--- config.mk ---
export PLATFORM = sky130hd
export DESIGN_NAME = serial_subtractor
export DESIGN_NICKNAME = d
export VERILOG_FILES = /design/src/rtl/serial_subtractor.sv
export SDC_FILE = /design/constraint.sdc
export NUM_CORES = 1
export LEC_CHECK = 0
export CAP_MARGIN = 20
export CORE_AREA = 4 4 69 45
export DETAILED_ROUTE_END_ITERATION = 6
export DIE_AREA = 0 0 73 49
export GPL_TIMING_DRIVEN = 0
export PLACE_DENSITY_LB_ADDON = 0.1
export SLEW_MARGIN = 10
export SYNTH_ARGS = -nofsm -noshare
export SYNTH_HDL_FRONTEND = slang
export SYNTH_SLANG_ARGS = --single-unit
--- constraint.sdc ---
create_clock -name clk -period 1.53 [get_ports clk]
set_input_delay 0.306 -clock clk [delete_from_list [all_inputs] [get_ports clk]]
set_output_delay 0.306 -clock clk [all_outputs]
set_load 0.005 [all_outputs]
--- src/rtl/serial_subtractor.sv ---
// Bit-serial subtractor: recovers diff = sum - b (mod 2^WIDTH), one LSB-first bit per shift.
// Optional signed-overflow flag enabled by defining SERIAL_SUB_OVF_EN.
module serial_subtractor #(
    parameter int unsigned WIDTH = 4
) (
    input  logic             clk,
    input  logic             reset,
    input  logic             load,
    input  logic             shift,
    input  logic [WIDTH-1:0] sum,
    input  logic [WIDTH-1:0] b,
    output logic [WIDTH-1:0] diff,
    output logic             borrow_out,
    output logic             ovf,
    output logic             busy,
    output logic             done
);

    localparam int unsigned CW = $clog2(WIDTH) + 1;

    localparam logic [1:0] IDLE = 2'd0;
    localparam logic [1:0] RUN  = 2'd1;
    localparam logic [1:0] DONE = 2'd2;

    logic [1:0]       state;
    logic [1:0]       state_nx;
    logic [WIDTH-1:0] sreg;
    logic [WIDTH-1:0] breg;
    logic [WIDTH-1:0] rreg;
    logic             borrow;
    logic [CW-1:0]    cnt;

    logic             start;
    logic             step;
    logic             last;
    logic             bit_d;
    logic             borrow_nx;

    // One full-subtractor bit slice on the current LSBs
    always_comb begin
        bit_d     = sreg[0] ^ breg[0] ^ borrow;
        borrow_nx = (~sreg[0] & breg[0]) | (~(sreg[0] ^ breg[0]) & borrow);
    end

    // Next-state and control decode
    always_comb begin
        state_nx = state;
        start    = 1'b0;
        step     = 1'b0;
        last     = 1'b0;
        case (state)
            IDLE: begin
                if (load) begin
                    start    = 1'b1;
                    state_nx = RUN;
                end
            end
            RUN: begin
                if (shift) begin
                    step = 1'b1;
                    if (cnt == CW'(WIDTH - 1)) begin
                        last     = 1'b1;
                        state_nx = DONE;
                    end
                end
            end
            DONE: begin
                if (load) begin
                    start    = 1'b1;
                    state_nx = RUN;
                end
            end
            default: state_nx = IDLE;
        endcase
    end

    always_ff @(posedge clk or negedge reset) begin
        if (!reset) begin
            state <= IDLE;
        end else begin
            state <= state_nx;
        end
    end

    // Datapath and registered status outputs
    always_ff @(posedge clk or negedge reset) begin
        if (!reset) begin
            sreg       <= '0;
            breg       <= '0;
            rreg       <= '0;
            borrow     <= 1'b0;
            cnt        <= '0;
            diff       <= '0;
            borrow_out <= 1'b0;
            busy       <= 1'b0;
            done       <= 1'b0;
        end else begin
            busy <= (state_nx == RUN);
            done <= (state_nx == DONE);
            if (start) begin
                sreg   <= sum;
                breg   <= b;
                rreg   <= '0;
                borrow <= 1'b0;
                cnt    <= '0;
            end else if (step) begin
                rreg   <= {bit_d, rreg[WIDTH-1:1]};
                sreg   <= sreg >> 1;
                breg   <= breg >> 1;
                borrow <= borrow_nx;
                cnt    <= cnt + CW'(1);
                if (last) begin
                    diff       <= {bit_d, rreg[WIDTH-1:1]};
                    borrow_out <= borrow_nx;
                end
            end
        end
    end

`ifdef SERIAL_SUB_OVF_EN
    // Overflow = borrow into MSB xor borrow out of MSB, captured on the final shift
    always_ff @(posedge clk or negedge reset) begin
        if (!reset) begin
            ovf <= 1'b0;
        end else if (last) begin
            ovf <= borrow ^ borrow_nx;
        end
    end
`else
    assign ovf = 1'b0;
`endif

endmodule
==> results by group <==
Synth
  – Synth async-reset ratio: 100%
  – Area contributors post-synth: dfrtp_1, nand2_1, nand3_1, mux2_2, a21oi_2
  – Syn_area_per_cell: 10.6 um2
  – Synth top area share: 55.7%
  – Synth Register Bits: 24
  – Yosys warning count: 0
  – Synth Net Count: 117
  – Most frequent cells after synthesis: nand2_1, dfrtp_1, nand3_1
  – Synth area leader: dfrtp_1
  – Mapped Area: 1080 um2
  – Most numerous cell in the Yosys netlist: nand2_1
  – Cells after Synth: roughly 100
  – Number of synthesized flops with an enable pin: 0
  – Netlist cell types: 22
  – Seq/Total Area, Yosys: a little under three fifths
  – Top FF cell, synth: dfrtp_1

Die
  – Initial Util: 43.7%
  – Core ar.: 2470 um2
  – Die ar.: 3580 um2
  – FP Rows: 14
  – Ports: 20
  – Die width: 73 um
  – Die Span Y: 49 um

Clocking
  – Sink Count: 24
  – CTS tree: built
  – CTS buffer count: 3
  – H-tree depth: 1
  – Clk slew on worst S/H paths: 0.09 ns
  – CTS root buffer: clkbuf_8
  – Latest clock arrival within the worst-skew pair: 0.27 ns
  – # hold bufs at CTS: 0
  – Clock Tree Buf Depth: 2

Placement
  – Place WS: -0.165 ns
  – Detail Placement HPWL: 1510 um
  – Final Wtd Congestion: 0.692
  – # port buffers: 18
  – Post-DP Area: 1300 um2

STA
  – Setup WS post-layout: between 0.09 and 0.1 ns
  – Slew Limit Fails: 0
  – Fin. Hold Viols: 0
  – Tmin final: around 1.4 ns
  – Final period util: between 90% and 100%
  – RSZ-0062 raised after global routing: no
  – Clk_skew: ~0.009 ns
  – Fmax achieved: 0.695 GHz
  – Final setup viols: 0

Critical path
  – Delay-heaviest family, CP: adder cells
  – Critical path type: flip-flop to flip-flop
  – Slowest cell on the critical path: dfrtp_1
  – CP endpoint kind: flip-flop
  – Worst path bufs/invs: 0
  – Crit path largest cell delay: 0.41 ns
  – Worst R2R End: borrow_out$_DFFE_PN0P_
  – Element type at the critical path start: flip-flop
  – Critical Path Start: cnt[0]$_DFFE_PN0P_
  – Reg2reg start: cnt[0]$_DFFE_PN0P_
  – CP arrival: 1.59 ns
  – Data required time of the worst path: 1.68 ns
  – CP max FO: 7
  – R2R cell count: 4
  – R2R setup slack: 0.09 ns
  – Crit path cell chain: ha_1 > ha_2 > nand4b_4 > mux2_2

Run
  – Max_cap viols: 0

Final layout
  – Final instance area: 1420 um2
  – Area grow syn2layout: 31.6%
  – Nets: 142
  – Layout cells sized above 1: a little under 20%
  – FILL cells: 206
  – Antenna Cells: 0

Pwr
  – Power per cell area: 1740 nW/um2
  – Lkg Pwr: 0.663 nW
  – Max VDD drop: 0.972 mV

Route
  – Antenna-violating nets left: 0
  – Wirelength per Cell: 13.8 um
  – WL final: 2190 um
  – DR vias: 767
  – Drt drc: 0
  – Pre-antenna DRT Iters: 4
  – DR vias/cell: 4.85
  – Initial DRC Count: 30

Global route
  – Largest net degree at the start of global routing: 25
  – Vias in the first global route: 801
  – Grt total ovfl: 0
  – Antenna violations before repair: 0
  – First-pass GRT wire length: 3870 um
  – Total Routing Usage GR: 13.9%

Run status
  – Status: complete, no violations

Hold path
  – Hold crit path type: input pin to asynchronous set/reset pin
-- metrics by stage --
step	hold slack (ns)	cells	setup TNS, ns	power (W)	utilization [%]
2_1_floorplan	0.0104	102	0	0.00158	-
3_3_place_gp	0.461	152	-4.43	0.00187	52.6
3_5_place_dp	0.475	152	-5.41	0.00190	52.6
4_1_cts	0.502	156	0	0.00246	55.5
5_1_grt	0.356	158	0	0.00268	57.4
6_report	0.332	158	0	0.00247	57.4
-- routing by layer --
layer	global-route usage (%)	vias to the layer above	wire length, um
met4	2.76	0	8
met5	0	-	0
met2	19.1	18	948
li1	-	385	-
met1	20.5	362	1080
met3	5.35	2	146
-- worst max-delay path by stage --
stage,slack [ns],cells after the start,end
floorplan,0.16,4,borrow_out$_DFFE_PN0P_
global placement,-0.17,5,sreg[2]$_DFFE_PN0P_
detailed placement,-0.16,5,sreg[2]$_DFFE_PN0P_
CTS,0.0002,4,borrow_out$_DFFE_PN0P_
global route,0.02,4,borrow_out$_DFFE_PN0P_
finish,0.09,4,borrow_out$_DFFE_PN0P_
-- cell usage in the layout, fill, tap and decap left out, types with 2 or more instances in the layout --
cell type and n:
nand2_1 26, dfrtp_1 24, clkdlybuf4s50_1 18, nand3_1 11, o21ai_0 4, mux2_2 4, a21oi_1 4, nor2_1 4
a21oi_2 4, buf_4 3, clkbuf_8 3, inv_1 2, nand2b_1 2, buf_2 2, nand3b_1 2, a211oi_2 2
-- repair_timing --
action | CTS | global route
resized for setup | 0 | 3
setup endpoints to repair | 0 | 6
endpoints found under the hold margin | 0 | 0
setup buffers | 0 | 1
-- where the power goes --
part           internal (W)  switching [W]  total [W]  leakage, nW
combinational      0.000461       0.000406   0.000867        0.323
sequential         0.000886       0.000160    0.00105        0.305
clock              0.000350       0.000204   0.000554       0.0357
total               0.00170       0.000770    0.00247        0.663
-- sequential cells by signal, indices dropped and copies added, names as in the netlist --
signal,cells
breg,4
diff,4
sreg,4
cnt,3
rreg,3
state,2
borrow,1
borrow_out,1
busy,1
done,1
-- cell type report --
type | instances | area, um2 | share of cell area [%]
Sequential cell | 24 | 601 | 42.3
Timing Repair Buffer | 20 | 215 | 15.2
Tap cell | 32 | 40.0 | 2.82
Clock inverter | 1 | 30.0 | 2.12
Buffer | 6 | 51.3 | 3.62
Inverter | 2 | 7.51 | 0.529
Clock buffer | 3 | 41.3 | 2.91
Multi-Input combinational cell | 70 | 433 | 30.5
-- cell families after synthesis --
kind of cell | synth area share (%)
AND/OR/NAND/NOR | 20.9
flip-flops | 55.7
AO/OA/AOI/OAI | 9.28
buffers and inverters | 5.45
multiplexers | 4.18
adder cells (fa/ha/maj) | 4.18
other | 0.348
(Power assumes the default switching activity.)
